### src/rtl/div_seq_param_if.sv
// Handshake/result bundle for the sequential divider.
interface div_seq_param_if #(
    parameter int NUM_W = 8,
    parameter int DEN_W = 4
);
    localparam int Q_W = NUM_W - DEN_W;

    logic             start;
    logic [NUM_W-1:0] num;
    logic [DEN_W-1:0] denom;
    logic [Q_W-1:0]   quotient;
    logic [DEN_W-1:0] remainder;
    logic             rdy;
    logic             overflow;
    logic             busy;

    modport master (
        output start, num, denom,
        input  quotient, remainder, rdy, overflow, busy
    );

    modport slave (
        input  start, num, denom,
        output quotient, remainder, rdy, overflow, busy
    );
endinterface

### src/rtl/div_seq_param.sv
// Sequential restoring divider, one quotient bit per cycle, MSB first.
// Define DIV_SIGNED_EN for two's-complement operands (adds a FIX cycle).
module div_seq_param #(
    parameter int NUM_W = 8,
    parameter int DEN_W = 4
) (
    input  logic          clk,
    input  logic          rst,
    div_seq_param_if.slave bus
);
    localparam int Q_W   = NUM_W - DEN_W;
    localparam int CNT_W = $clog2(Q_W + 1);

`ifdef DIV_SIGNED_EN
    typedef enum logic [2:0] {IDLE, CHECK, ITER, FIX, DONE} state_t;
    localparam logic [Q_W-1:0] Q_HALF = Q_W'(1) << (Q_W - 1);
`else
    typedef enum logic [2:0] {IDLE, CHECK, ITER, DONE} state_t;
`endif

    state_t           state_q, state_d;
    logic [NUM_W-1:0] num_q, num_d;
    logic [DEN_W-1:0] den_q, den_d;
    logic [DEN_W-1:0] rem_q, rem_d;
    logic [Q_W-1:0]   qsh_q, qsh_d;
    logic [CNT_W-1:0] cnt_q, cnt_d;
    logic             ovf_q, ovf_d;
    logic [Q_W-1:0]   quo_q, quo_d;
    logic [DEN_W-1:0] remo_q, remo_d;
    logic             ovfo_q, ovfo_d;
    logic             rdy_q, rdy_d;
    logic             busy_q, busy_d;

    logic [NUM_W-1:0] mag_num;
    logic [DEN_W-1:0] mag_den;
    logic [DEN_W:0]   shifted, diff;
    logic             qbit;
    logic             accept;

`ifdef DIV_SIGNED_EN
    logic signed [NUM_W-1:0] num_s;
    logic signed [DEN_W-1:0] den_s;
    logic                    q_neg;
    assign num_s   = num_q;
    assign den_s   = den_q;
    assign mag_num = (num_s < 0) ? NUM_W'(-num_s) : num_q;
    assign mag_den = (den_s < 0) ? DEN_W'(-den_s) : den_q;
    assign q_neg   = num_q[NUM_W-1] ^ den_q[DEN_W-1];
`else
    assign mag_num = num_q;
    assign mag_den = den_q;
`endif

    // busy_q is low only in IDLE or in DONE after the result is published
    assign accept = bus.start && !busy_q;

    always_comb begin
        state_d = state_q;
        num_d   = num_q;
        den_d   = den_q;
        rem_d   = rem_q;
        qsh_d   = qsh_q;
        cnt_d   = cnt_q;
        ovf_d   = ovf_q;
        quo_d   = quo_q;
        remo_d  = remo_q;
        ovfo_d  = ovfo_q;
        rdy_d   = rdy_q;
        busy_d  = busy_q;
        shifted = {rem_q, qsh_q[Q_W-1]};
        diff    = shifted - {1'b0, mag_den};
        qbit    = (shifted >= {1'b0, mag_den});

        case (state_q)
            IDLE: ;
            CHECK: begin
                if (den_q == '0 || mag_num[NUM_W-1:Q_W] >= mag_den) begin
                    ovf_d   = 1'b1;
                    state_d = DONE;
                end else begin
                    ovf_d   = 1'b0;
                    rem_d   = mag_num[NUM_W-1:Q_W];
                    qsh_d   = mag_num[Q_W-1:0];
                    cnt_d   = '0;
                    state_d = ITER;
                end
            end
            ITER: begin
                rem_d = qbit ? diff[DEN_W-1:0] : shifted[DEN_W-1:0];
                qsh_d = (qsh_q << 1) | Q_W'(qbit);
                cnt_d = cnt_q + 1'b1;
                if (cnt_q == CNT_W'(Q_W - 1)) begin
`ifdef DIV_SIGNED_EN
                    state_d = FIX;
`else
                    state_d = DONE;
`endif
                end
            end
`ifdef DIV_SIGNED_EN
            FIX: begin
                // magnitude limit is one larger on the negative side
                ovf_d   = q_neg ? (qsh_q > Q_HALF) : (qsh_q >= Q_HALF);
                qsh_d   = q_neg ? (~qsh_q + 1'b1) : qsh_q;
                rem_d   = num_q[NUM_W-1] ? (~rem_q + 1'b1) : rem_q;
                state_d = DONE;
            end
`endif
            DONE: begin
                if (busy_q) begin
                    rdy_d  = 1'b1;
                    busy_d = 1'b0;
                    ovfo_d = ovf_q;
                    quo_d  = ovf_q ? '1 : qsh_q;
                    remo_d = ovf_q ? '0 : rem_q;
                end
            end
            default: state_d = IDLE;
        endcase

        if (accept) begin
            num_d   = bus.num;
            den_d   = bus.denom;
            rdy_d   = 1'b0;
            busy_d  = 1'b1;
            state_d = CHECK;
        end
    end

    always_ff @(posedge clk or negedge rst) begin
        if (!rst) begin
            state_q <= IDLE;
            num_q   <= '0;
            den_q   <= '0;
            rem_q   <= '0;
            qsh_q   <= '0;
            cnt_q   <= '0;
            ovf_q   <= 1'b0;
            quo_q   <= '0;
            remo_q  <= '0;
            ovfo_q  <= 1'b0;
            rdy_q   <= 1'b0;
            busy_q  <= 1'b0;
        end else begin
            state_q <= state_d;
            num_q   <= num_d;
            den_q   <= den_d;
            rem_q   <= rem_d;
            qsh_q   <= qsh_d;
            cnt_q   <= cnt_d;
            ovf_q   <= ovf_d;
            quo_q   <= quo_d;
            remo_q  <= remo_d;
            ovfo_q  <= ovfo_d;
            rdy_q   <= rdy_d;
            busy_q  <= busy_d;
        end
    end

    assign bus.quotient  = quo_q;
    assign bus.remainder = remo_q;
    assign bus.overflow  = ovfo_q;
    assign bus.rdy       = rdy_q;
    assign bus.busy      = busy_q;
endmodule

### src/flat_wrapper.sv
// flat-port wrapper written by rule: the top's interface ports become plain ports
module div_seq_param_flat 
#(
    parameter int NUM_W = 8,
    parameter int DEN_W = 4
)
  (clk, rst, bus_start, bus_num, bus_denom, bus_quotient, bus_remainder, bus_rdy, bus_overflow, bus_busy);
  div_seq_param_if #(.NUM_W(NUM_W), .DEN_W(DEN_W)) bus_i ();
  input  logic clk;
  input  logic rst;
  input wire logic [$bits(bus_i.start)-1:0] bus_start;
  input wire logic [$bits(bus_i.num)-1:0] bus_num;
  input wire logic [$bits(bus_i.denom)-1:0] bus_denom;
  output wire logic [$bits(bus_i.quotient)-1:0] bus_quotient;
  output wire logic [$bits(bus_i.remainder)-1:0] bus_remainder;
  output wire logic [$bits(bus_i.rdy)-1:0] bus_rdy;
  output wire logic [$bits(bus_i.overflow)-1:0] bus_overflow;
  output wire logic [$bits(bus_i.busy)-1:0] bus_busy;
  assign bus_i.start = bus_start;
  assign bus_i.num = bus_num;
  assign bus_i.denom = bus_denom;
  assign bus_quotient = bus_i.quotient;
  assign bus_remainder = bus_i.remainder;
  assign bus_rdy = bus_i.rdy;
  assign bus_overflow = bus_i.overflow;
  assign bus_busy = bus_i.busy;
  div_seq_param #(.NUM_W(NUM_W), .DEN_W(DEN_W)) u_core (.clk(clk), .rst(rst), .bus(bus_i));
endmodule
### config.mk
export PLATFORM = sky130hd
export DESIGN_NAME = div_seq_param_flat
export DESIGN_NICKNAME = d
export VERILOG_FILES = /design/src/rtl/div_seq_param_if.sv /design/src/rtl/div_seq_param.sv /design/src/flat_wrapper.sv
export SDC_FILE = /design/constraint.sdc
export NUM_CORES = 1
export LEC_CHECK = 0
export ABC_CLOCK_PERIOD_IN_PS = 4830
export CAP_MARGIN = 20
export CORE_AREA = 3 3 66 68
export CTS_BUF_LIST = sky130_fd_sc_hd__clkbuf_8 sky130_fd_sc_hd__clkbuf_16
export CTS_CLUSTER_SIZE = 12
export DETAILED_ROUTE_END_ITERATION = 10
export DIE_AREA = 0 0 69 71
export PLACE_DENSITY = 0.71
export SLEW_MARGIN = 20
export SYNTH_ARGS = -nofsm -noshare
export SYNTH_HDL_FRONTEND = slang
export SYNTH_SLANG_ARGS = --single-unit
### constraint.sdc
create_clock -name clk -period 4.83 [get_ports clk]
set_input_delay 0.7245 -clock clk [delete_from_list [all_inputs] [get_ports clk]]
set_output_delay 0.7245 -clock clk [all_outputs]
set_load 0.03 [all_outputs]
==> results.tsv <==
metric	value	unit
fraction of registers with async set/reset	100.0	%
Area growth, synth to finish	21.70	%
Final GP Congestion	0.7693	
Initial DRC Count	49	
CTS Buffer Depth	2	
Slew @ Worst Pin	0.7290	ns
status	completed	
Worst Path Required	5.04	ns
root buffer cell	clkbuf_8	
syn_area_per_cell	10.30	sq um
mapped cell area	1874	sq um
Die Ht	71	um
Core ar.	3914	sq um
hpwl dp	2.749	mm
clock slew at reported path FFs	0.08	ns
slowest stage cell, crit path	o32a_1	
Syn Nets	211	
IO buf count	25	
Place WS	2.662	ns
net switching share of the total power	42.48	%
nets	238	
crit end category	flop	
Post-synth EDFFs	0	
first-pass GRT wire length	6.334	mm
CTS H-Tree Depth	2	
critical path cell sequence	inv_1, ha_1, o211ai_1, nor2_1, o32a_1, or2_0, o21ai_1	
Synth cell types	33	
Worst IR Drop VDD	0.3476	mV
GR Overflow Total	0	
Post-synth top cells	dfrtp_1 (37), nand2_1 (25), o21ai_0 (21)	
vias in the first global route	1439	
Setup WS post-layout	2.624	ns
DIE AREA	4899	sq um
Clock Power Share	14.5	%
power per standard cell area	804.7	nW/um^2
GRT Total Usage	15.89	%
drt total wl	3.616	mm
Int Power	1.056	mW
Worst Hold Class	reg -> reg	
register area share after synthesis	49.40	%
Final Critical Period	2.206	ns
Seq pwr share	31.5	%
setup TNS	0	ns
Post-Syn Instances	182	
hold buffers post-CTS	0	
Final Hold Viols	0	
initial antenna violation count	0	
via count	1382	
Seq cells post-synth	37	
final slew viol count	0	
final setup skew	0.006509	ns
Logic pwr share	54.0	%
Max-slew headroom	51.34	%
routed vias/inst	5.315	
crit path DAT	2.42	ns
max_cap viols	0	
static leakage	0.9971	nW
metal2 WL	1.795	mm
slowest stage delay, CP	0.60	ns
Ys Warns	0	
largest cells by area after synthesis	dfrtp_1 (49%), ha_1 (8.7%), mux2_2 (7.2%), o21ai_0 (5.6%), nand2_1 (5.0%)	
ratio of cells with drive above 1 in the final layout	10.95	%
top routing layer used	met4	
buffer count from post-CTS setup fixing	0	
final core occ	58.28	%
cts bufs inserted	5	
drt drc	0	
metal3 WL	142	um
post-route ant nets	0	
Clk Latency, worst-skew pair	0.28	ns
Top FF cell, synth	dfrtp_1	
starting density of the core	47.89	%
unrepaired setup endpoints after global routing	no	
Psw	0.7797	mW
largest net degree at the start of global routing	38	
WL met1	1.599	mm
leading area contributor after synthesis	dfrtp_1	
WL/cell	13.91	um
crit path max fanout	22	
row cnt	23	
cts repair resizes	0	
CTS sink cnt	37	
most frequent cell after synthesis	dfrtp_1	
period utilisation layout	45.67	%
drt pass-1 iters	4	
Fmax	453.3	MHz
TritonCTS clock tree	done	
Setup-failing EPs final	0	
die width	69	um
Reg2Reg Setup Slack	2.62	ns
Crit Path Class	reg -> reg	
I/O pin cnt	26	
diodes inserted	0	
Synth top area share	49.40	%
Startpoint Class	flop	
[cell families after synthesis]
group	Yosys count	synth area share, %
adders and majority gates	14	9.747
buffers and inverters	20	4.539
and+or+nand+nor	50	11.95
DFF	37	49.40
AOI/OAI and AO/OA	42	13.49
xor gates and xnor gates	1	0.4674
muxes	18	10.41
[cell usage in the layout (no fill, tap or decap), types with 2 or more instances in the layout]
cell type,instances
nor2b_1,2
dfrtp_1,37
nand2b_1,5
buf_4,2
o31ai_1,3
o21ai_0,21
o21ai_1,2
nand2_1,25
mux2i_1,6
clkbuf_8,5
inv_1,13
a22oi_1,2
clkdlybuf4s50_1,25
a21oi_1,5
o2111ai_1,2
ha_1,13
mux2_2,12
nor2_1,13
[final timing paths]
check,depth (start not counted),to,start
setup reg to reg,7,u_core.rem_q[1],u_core.den_q[1]
setup / recovery,7,u_core.rem_q[1],u_core.den_q[1]
hold reg to reg,2,u_core.bus.quotient[1],u_core.bus.quotient[1]
max in group asynchronous,2,u_core.bus.rdy,rst
hold / removal,2,u_core.bus.quotient[1],u_core.bus.quotient[1]
min in group asynchronous,2,u_core.bus.quotient[3],rst
[metrics by stage]
step	power [mW]	std cells	area (sq um)	hold WS [ns]
final	1.835	260	2281	0.4847
after global routing	1.995	260	2281	0.5215
after CTS	1.845	260	2281	0.4895
after detailed placement	1.575	252	2166	0.4704
after global placement	1.525	252	2166	0.4614
after floorplan	1.331	182	1874	0.4289
[layer usage]
layer  vias to the layer above  GRT usage [%]
met5                         -              0
met4                         0          5.423
met3                        11          4.403
met2                        41          27.86
met1                       647          18.80
li1                        683              -
[critical path: cells and delay by family, from the launching register on]
family,cells,cell delay (ns)
and+or+nand+nor,2,0.42
DFF,1,0.41
adders and majority gates,1,0.25
buffers and inverters,1,0.12
AOI/OAI and AO/OA,3,0.94
[state kept, by name, indices dropped and copies added, names as in the netlist]
| name | cells |
|---|---|
| u_core.bus.busy | 1 |
| u_core.bus.overflow | 1 |
| u_core.bus.quotient | 4 |
| u_core.bus.rdy | 1 |
| u_core.bus.remainder | 4 |
| u_core.cnt_q | 3 |
| u_core.den_q | 4 |
| u_core.mag_num | 8 |
| u_core.ovf_q | 1 |
| u_core.qsh_q | 4 |
| u_core.rem_q | 4 |
| u_core.state_q | 2 |
[layout make-up]
type	count	area (sq um)
fillers	335	1633
multi-input cells	125	863.3
well taps	50	62.56
inverters	13	48.80
flip-flops and latches	37	925.9
repair buffers	27	265.3
clock inverters	3	46.29
clock buffers	5	68.82
[power groups by stage]
| stage | Combinational, mW | Clock, mW | Sequential (mW) |
|---|---|---|---|
| floorplan | 0.708 | 0 | 0.623 |
| global placement | 0.951 | 0 | 0.575 |
| detailed placement | 0.989 | 0 | 0.586 |
| CTS | 0.992 | 0.275 | 0.579 |
| global route | 1.10 | 0.290 | 0.601 |
| finish | 0.991 | 0.265 | 0.579 |
(Power assumes the default switching activity.)
